[src/rtl/alu_pipe.sv]
// alu_pipe: two-stage pipelined ALU with a valid/ready handshake on both
// sides. It produces status flags for every result and keeps a running
// accumulator.
//
// Ports
//   clk, rst_n           clock; asynchronous active-low reset
//   in_valid / in_ready  input handshake for the bundle {ctrl, a, b, c}
//   ctrl                 4-bit opcode
//   a, b, c              WIDTH-bit operands
//   out_valid/out_ready  output handshake for the bundle {d, flags}
//   d                    WIDTH-bit result
//   flag_z/n/c/v         zero, negative, carry/borrow, signed overflow
module alu_pipe #(
  parameter int unsigned WIDTH = 32,
  parameter int unsigned SHW   = $clog2(WIDTH)
) (
  input  logic             clk,
  input  logic             rst_n,
  input  logic             in_valid,
  output logic             in_ready,
  input  logic [3:0]       ctrl,
  input  logic [WIDTH-1:0] a,
  input  logic [WIDTH-1:0] b,
  input  logic [WIDTH-1:0] c,
  output logic             out_valid,
  input  logic             out_ready,
  output logic [WIDTH-1:0] d,
  output logic             flag_z,
  output logic             flag_n,
  output logic             flag_c,
  output logic             flag_v
);

  localparam logic [3:0] OP_ADD     = 4'b0000;
  localparam logic [3:0] OP_SUB     = 4'b0001;
  localparam logic [3:0] OP_MUL     = 4'b0010;
  localparam logic [3:0] OP_MAC     = 4'b0011;
  localparam logic [3:0] OP_AND     = 4'b0100;
  localparam logic [3:0] OP_OR      = 4'b0101;
  localparam logic [3:0] OP_XOR     = 4'b0110;
  localparam logic [3:0] OP_NOT     = 4'b0111;
  localparam logic [3:0] OP_SHL     = 4'b1000;
  localparam logic [3:0] OP_SHR     = 4'b1001;
  localparam logic [3:0] OP_SRA     = 4'b1010;
  localparam logic [3:0] OP_SLT     = 4'b1011;
  localparam logic [3:0] OP_SLTU    = 4'b1100;
  localparam logic [3:0] OP_ADD3    = 4'b1101;
  localparam logic [3:0] OP_ACC_CLR = 4'b1110;
  localparam logic [3:0] OP_ACC_ADD = 4'b1111;

  // Stage 1 holds the captured operand bundle.
  logic             s1_valid;
  logic [3:0]       s1_ctrl;
  logic [WIDTH-1:0] s1_a;
  logic [WIDTH-1:0] s1_b;
  logic [WIDTH-1:0] s1_c;

  logic             s2_valid;
  logic [WIDTH-1:0] acc;

  logic             s1_load;
  logic             s2_load;

  // Datapath intermediates, one extra bit (two for ADD3) to expose carries.
  logic [WIDTH:0]   add_w;
  logic [WIDTH:0]   sub_w;
  logic [WIDTH+1:0] add3_w;
  logic [WIDTH-1:0] acc_sum;
  logic [SHW-1:0]   shamt;
  logic [WIDTH-1:0] res;
  logic             res_c;
  logic             res_v;

  // Handshake control. in_ready depends on out_ready but never on in_valid.
  assign s2_load   = s1_valid && (!s2_valid || out_ready);
  assign in_ready  = !s1_valid || s2_load;
  assign s1_load   = in_valid && in_ready;
  assign out_valid = s2_valid;

  assign add_w   = {1'b0, s1_a} + {1'b0, s1_b};
  assign sub_w   = {1'b0, s1_a} - {1'b0, s1_b};
  assign add3_w  = {2'b00, s1_a} + {2'b00, s1_b} + {2'b00, s1_c};
  assign acc_sum = acc + s1_a;
  assign shamt   = s1_b[SHW-1:0];

  // Result and carry/overflow selection for the opcode held in stage 1.
  always_comb begin
    res   = '0;
    res_c = 1'b0;
    res_v = 1'b0;
    case (s1_ctrl)
      OP_ADD: begin
        res   = add_w[WIDTH-1:0];
        res_c = add_w[WIDTH];
        res_v = (s1_a[WIDTH-1] == s1_b[WIDTH-1]) && (add_w[WIDTH-1] != s1_a[WIDTH-1]);
      end
      OP_SUB: begin
        res   = sub_w[WIDTH-1:0];
        res_c = sub_w[WIDTH];
        res_v = (s1_a[WIDTH-1] != s1_b[WIDTH-1]) && (sub_w[WIDTH-1] != s1_a[WIDTH-1]);
      end
      OP_MUL:     res = s1_a * s1_b;
      OP_MAC:     res = s1_a * s1_b + s1_c;
      OP_AND:     res = s1_a & s1_b;
      OP_OR:      res = s1_a | s1_b;
      OP_XOR:     res = s1_a ^ s1_b;
      OP_NOT:     res = ~s1_a;
      OP_SHL:     res = s1_a << shamt;
      OP_SHR:     res = s1_a >> shamt;
      OP_SRA:     res = WIDTH'($signed(s1_a) >>> shamt);
      OP_SLT:     res = {{(WIDTH-1){1'b0}}, ($signed(s1_a) < $signed(s1_b))};
      OP_SLTU:    res = {{(WIDTH-1){1'b0}}, (s1_a < s1_b)};
      OP_ADD3: begin
        res   = add3_w[WIDTH-1:0];
        res_c = |add3_w[WIDTH+1:WIDTH];
      end
      OP_ACC_CLR: res = '0;
      OP_ACC_ADD: res = acc_sum;
      default:    res = '0;
    endcase
  end

  // Stage 1: operand capture.
  always_ff @(posedge clk or negedge rst_n) begin
    if (!rst_n) begin
      s1_valid <= 1'b0;
      s1_ctrl  <= '0;
      s1_a     <= '0;
      s1_b     <= '0;
      s1_c     <= '0;
    end else begin
      if (s1_load) begin
        s1_valid <= 1'b1;
        s1_ctrl  <= ctrl;
        s1_a     <= a;
        s1_b     <= b;
        s1_c     <= c;
      end else if (s2_load) begin
        s1_valid <= 1'b0;
      end
    end
  end

  // Stage 2: result and flag registers. They hold while stalled.
  always_ff @(posedge clk or negedge rst_n) begin
    if (!rst_n) begin
      s2_valid <= 1'b0;
      d        <= '0;
      flag_z   <= 1'b0;
      flag_n   <= 1'b0;
      flag_c   <= 1'b0;
      flag_v   <= 1'b0;
    end else begin
      if (s2_load) begin
        s2_valid <= 1'b1;
        d        <= res;
        flag_z   <= (res == '0);
        flag_n   <= res[WIDTH-1];
        flag_c   <= res_c;
        flag_v   <= res_v;
      end else if (out_ready) begin
        s2_valid <= 1'b0;
      end
    end
  end

  // The accumulator commits with its bundle, so back-to-back ACC_ADDs chain.
  always_ff @(posedge clk or negedge rst_n) begin
    if (!rst_n) begin
      acc <= '0;
    end else if (s2_load) begin
      if (s1_ctrl == OP_ACC_CLR) begin
        acc <= '0;
      end else if (s1_ctrl == OP_ACC_ADD) begin
        acc <= acc_sum;
      end
    end
  end

endmodule

[config.mk]
export PLATFORM = sky130hd
export DESIGN_NAME = alu_pipe
export DESIGN_NICKNAME = d
export VERILOG_FILES = /design/src/rtl/alu_pipe.sv
export SDC_FILE = /design/constraint.sdc
export NUM_CORES = 2
export LEC_CHECK = 0
export ABC_AREA = 0
export BUFFER_PORTS_ARGS = -buffer_cell sky130_fd_sc_hd__buf_2
export CORE_MARGIN = 8
export CORE_UTILIZATION = 40
export DETAILED_ROUTE_END_ITERATION = 10
export SYNTH_ARGS = -nofsm -noshare
export SYNTH_HDL_FRONTEND = slang
export SYNTH_SLANG_ARGS = --single-unit
[constraint.sdc]
create_clock -name clk -period 14 [get_ports clk]
set_input_delay 1.4 -clock clk [delete_from_list [all_inputs] [get_ports clk]]
set_output_delay 1.4 -clock clk [all_outputs]
set_load 0.005 [all_outputs]
=== Word level (Yosys, flattened, before mapping) ===
Index checks and enable logic that the tools add are counted.

* Add/sub/neg operators: 6
* Reductions and logical operators: 15
* Order comparisons: 2
* Shifts and indexed selects: 3
* Multiplexer cells: 9
* Multipliers: 1
* Equal/unequal tests: 19
* Bitwise gates (word level): 4

{| class="wikitable"
|+ Operators with widths
! operator !! number
|-
| $pmux W32 S16 || 1
|-
| $add A32 B32 Y33 || 2
|-
| $add A32 B32 Y32 || 2
|-
| $lt A32 B32 Y1 || 2
|-
| $mux W32 || 2
|-
| $add A33 B32 Y34 || 1
|-
| $sub A32 B32 Y33 || 1
|-
| $and A32 B32 Y32 || 1
|-
| $eq A4 B4 Y1 const B || 8
|-
| $logic_not A32 Y1 || 1
|-
| $mul A32 B32 Y32 || 1
|-
| $not A32 Y32 || 1
|-
| $or A32 B32 Y32 || 1
|-
| $shl A32 B5 Y32 || 1
|-
| $shr A32 B5 Y32 || 1
|-
| $sshr A32 B5 Y32 || 1
|-
| $xor A32 B32 Y32 || 1
|-
| $eq A4 B3 Y1 const B || 4
|-
| $eq A4 B2 Y1 const B || 2
|-
| $reduce_bool A2 Y1 || 3
|-
| $eq A4 B1 Y1 const B || 1
|-
| $logic_and A1 B1 Y1 || 4
|-
| $logic_not A4 Y1 || 1
|-
| $mux W1 || 4
|-
| other kinds (8) || 12
|}

* Output and inout bits: 38
* Bits of input ports: 104
* Logic and storage cells: 71
* Bits in registers: 170

=== Longest topological paths before layout ===
* Depth after elaboration: 6
* Gate-level depth with buffers: 42
* Mapped depth without buffers: 36

=== Least setup slack after synthesis ===
Ideal clock, no wire load.

* Path kind: register to register
* Start point: register s1_b[3]
* End point: register flag_z
* Arrival: 10181 ps
* Slack: 3715 ps
* Stages on the path, launching flop included: 40
* Clock period less this slack: 10285 ps
* Buffers on the path: 5
* Data required time: 13896 ps
* Setup time: 104 ps
* Cells stage by stage: dfrtp_1 -> clkbuf_1 -> inv_1 -> buf_1 -> clkbuf_1 -> buf_1 -> buf_1 -> nor2_1 -> fa_1 -> inv_1 -> fa_1 -> fa_1 -> fa_1 -> inv_1 -> fa_1 -> inv_1 -> fa_1 -> inv_1 -> [... 4 more ...] -> a21oi_1 -> or3_1 -> o211ai_2 -> a31oi_1 -> o21a_1 -> nor2_1 -> xnor2_1 -> ha_1 -> nand2b_1 -> o21ai_0 -> a221o_1 -> a21oi_1 -> o211ai_1 -> a2111o_1 -> nor3_1 -> a22oi_1 -> or4_1 -> o41ai_2

* Longest elaborated chain between the ends: 4
* Elaborated cells between the ends (all ways): 16
* Classes of those cells: add/sub: 5; mul: 1; order compare: 2; shift: 3; mux: 1; bitwise: 3; reduce/logical: 1

{| class="wikitable"
|+ Ends and longest elaborated chain
! item !! RTL line !! text
|-
| start: declaration || 55 || <nowiki>logic [WIDTH-1:0] s1_b;</nowiki>
|-
| start signal: assignment || 129 || <nowiki>s1_b <= '0;</nowiki>
|-
| start signal: assignment || 136 || <nowiki>s1_b <= b;</nowiki>
|-
| $mul A32 B32 Y32 / $add A32 B32 Y33 (equally long branches) || n/a ||
|-
| $add A32 B32 Y32 / $add A33 B32 Y34 (equally long branches) || 103, 82 ||
|-
| $pmux W32 S16 * || 91 || <nowiki>case (s1_ctrl)</nowiki>
|-
| $logic_not A32 Y1 * || 157 || <nowiki>flag_z <= (res == '0);</nowiki>
|-
| end signal: assignment || 157 ||
|-
| end: declaration || 28 || <nowiki>output logic flag_z,</nowiki>
|}

Every way passes the cells marked *; elsewhere a longest branch is shown, timed or not.
A chain may end at the register's enable or synchronous reset.

=== Final worst setup path ===
* Start point: register s1_b[7]
* End point: register flag_z

The elaborated chain is that of the path after synthesis.

==> results_dict.tcl <==
set metrics [dict create \
    crit_buf_inv 5 \
    period_share_pct 83.7 \
    grt_overflow 0 \
    critPathRequiredTime_ns 14.43 \
    tightest_slew_ns 1.41 \
    grt_pass1_vias 37500 \
    drive_gt1_share_pct 11.5 \
    status "completed" \
    seqCellArea_mm2 0.00425 \
    cp-end-kind "flop" \
    multi_input_area_mm2 0.0316 \
    hold_class "flop to flop" \
    drc 0 \
    worst-setup-path-type "flop to flop" \
    grt_usage_pct 34.4 \
    drt_iter0_markers 5240 \
    cts_setup_buffers 0 \
    ys_seq_area_share_pct 10.8 \
    synthArstFlopShare_pct 100 \
    setup_viol 0 \
    crit_family "adder cells" \
    vias 38400 \
    cts_root_buffer "clkbuf_16" \
    clk_latency_ns 0.54 \
    initial_utilization_pct 40.4 \
    start_kind "flop" \
    synth_top_area_share_pct 22.8 \
    ys_warn_count 0 \
    rsz0062_at_grt "false" \
    period_minus_slack_ns 11.72 \
    die_y_um 328 \
    wl_mm 189 \
    min-delay-start "d[9]" \
    regToRegSetupSlack_ns 2.28 \
    r2r_end "flag_z" \
    num-nets-final 5514 \
    slew-limit-headroom_pct 5.48 \
    syn_area_mm2 0.0390 \
    antenna_found_initial 13 \
    yosys_register_bits 169 \
    tritoncts "done" \
    globalplace.congestion 1.14 \
    io_buffer_count 141 \
    cts.path.max_buffers 2 \
    crit_path_frequent_cell "fa_1" \
    hold_path_depth 2 \
    routed.top_layer "met5" \
    die_w_um 328 \
    synth_edf_count 0 \
    min_to "d[9]" \
    cp.arrival_ns 12.15 \
    fmax_ghz 0.0853 \
    grt_max_degree 101 \
    tns_ns 0 \
    cts_resized 0 \
    grt_pass1_wl_mm 272 \
    skew_ns 0.0247 \
    drt_first_pass_iters 10 \
    avgSynthCellArea_um2 8.31 \
    viasPerCell 6.45 \
    cts_hold_buf 0 \
    drtAntennaViolNets 0 \
    slew_viol_final 0 \
    wirelength_met1_mm 73.4 \
    wl_met3_mm 23.1 \
    hpwl_mm 146 \
    cts_buffers 17 \
    dieArea_mm2 0.108 \
    io_pins 142 \
    cp_slowest_cell "clkinv_1" \
    area_growth_syn_to_layout_pct 6.51 \
    reg2regPathDepth 34 \
    synth_nets 5562 \
    post_drt_wl_per_cell_um 31.9 \
    slowest_delay_ns 1.04 \
    r2r-start "s1_b[7]" \
    synth_top_flop_cell "dfrtp_1" \
    h-tree-depth 4 \
    maxCapViolations 0 \
    wl_met2_mm 78.0 \
    yosysTopAreaCell "fa_1" \
    syn_inst 4700 \
    critical_path.max_fanout 18 \
    cts_sinks 169 \
    coreArea_mm2 0.0967 \
    path_clk_slew_ns 0.07 \
    n_fill_cell 9785 \
    hold_viol 0 \
    synth.distinct_cells 95 \
    synthTopCellsByArea "fa_1 23%, dfrtp_1 11%, ha_1 10%" \
    rows 114 \
]
## stage by stage
| stage | setup WS (ns) | hold slack, ns | utilization [%] | instances | area [um^2] |
|---|---|---|---|---|---|
| floorplan | 3.72 | 0.453 | - | 4700 | 39000 |
| global placement | 2.63 | 0.455 | 42.4 | 5909 | 41000 |
| detailed placement | 2.62 | 0.457 | 42.4 | 5909 | 41000 |
| CTS | 2.58 | 0.475 | 43.0 | 5939 | 41600 |
| global route | 1.79 | 0.492 | 43.0 | 5940 | 41600 |
| finish | 2.28 | 0.472 | 43.0 | 5946 | 41600 |
## layout by cell type, fill, tap and decap left out, types with 23 or more instances in the layout
cell / n
xor2_1: 56
inv_1: 503
and3_1: 33
nand4_1: 43
mux2_2: 133
a31oi_1: 36
nor2_1: 512
o22ai_1: 36
a22oi_1: 26
mux2i_1: 78
a211oi_1: 50
mux4_2: 59
a21o_1: 53
a221oi_1: 24
xnor2_1: 123
a21oi_1: 225
buf_2: 140
o21ai_0: 171
o211ai_1: 53
o21a_1: 41
buf_4: 108
nor4_1: 23
fa_1: 445
dfrtp_1: 161
and2_1: 37
o31ai_1: 31
ha_1: 313
nand2_1: 496
nand2b_1: 50
a22o_1: 29
nor3_1: 74
nand3_1: 65
nor2b_1: 40
## layer usage
layer	up-vias	GRT usage (%)
met5	-	0
met4	10	21.2
met3	591	10.9
met2	2613	49.5
met1	19100	44.6
li1	16100	-
## Yosys cell counts (14+ instances only)
library cell / number
o21bai_1: 14
nand4_1: 43
ha_1: 313
o32ai_1: 17
nand2b_1: 50
o211ai_1: 53
fa_1: 445
dfrtp_1: 169
inv_1: 504
a21o_1: 53
a2111oi_0: 20
nand3_1: 66
and3_1: 33
o22ai_1: 36
o21ai_0: 171
a211o_1: 17
and2_1: 37
buf_2: 39
mux2i_1: 78
mux4_2: 59
or3_1: 23
nor4_1: 24
buf_1: 29
o21a_1: 41
nor3_1: 76
clkbuf_1: 243
nor2b_1: 40
a31oi_1: 36
xnor2_1: 123
a211oi_1: 50
nor2_1: 513
mux2_2: 133
a22oi_1: 26
nor3b_1: 15
a22o_1: 29
xor2_1: 56
nand2_1: 499
a221oi_1: 24
or2_2: 19
o31ai_1: 31
a21oi_1: 225
## cells by family (layout without fill, tap and decap cells)
logic type               after synthesis  count (layout)  synth area share (%)
flip-flops                           169             169                  10.8
AO/OA/AOI/OAI                        990             990                  17.3
other                                  0               7                     0
XOR/XNOR                             180             180                  4.07
adder cells (fa/ha/maj)              759             759                  32.9
AND/OR/NAND/NOR                     1493            1493                  17.3
buffers and inverters                839             802                  8.29
multiplexers                         270             270                  9.24
## sequential cells by signal, summed over array words and instances (netlist names)
register,cells
s1_c,32
flag_c,1
s1_b,32
s1_a,32
flag_v,1
flag_z,1
s1_ctrl,4
d,32
out_valid,1
s1_valid,1
acc,32
## area by class of cell
type | instances | share of cell area [%]
Tap cell | 1276 | 3.84
Antenna cell | 7 | 0.0421
Multi-Input combinational cell | 3692 | 76.1
Inverter | 521 | 4.70
Timing Repair Buffer | 251 | 3.76
Clock buffer | 18 | 1.06
Sequential cell | 169 | 10.2
Clock inverter | 12 | 0.289
## how the worst max path moves through the flow
stage / from / end / slack, ns / cells past startpoint
after floorplan: s1_b[3] / flag_z / 3.72 / 39
after global placement: s1_b[6] / flag_z / 2.63 / 34
after detailed placement: s1_b[6] / flag_z / 2.62 / 34
after CTS: s1_b[6] / flag_z / 2.58 / 34
after global routing: s1_b[6] / flag_z / 1.79 / 34
final: s1_b[7] / flag_z / 2.28 / 34
## worst min-delay path: cells and delay by family (launching register included)
kind	cells	cell delay, ns
flops	1	0.34
simple gates	2	0.10
Power is left out: the tool's default activity adds up to more than one toggle a clock period on the data nets, which glitch-free logic cannot reach.
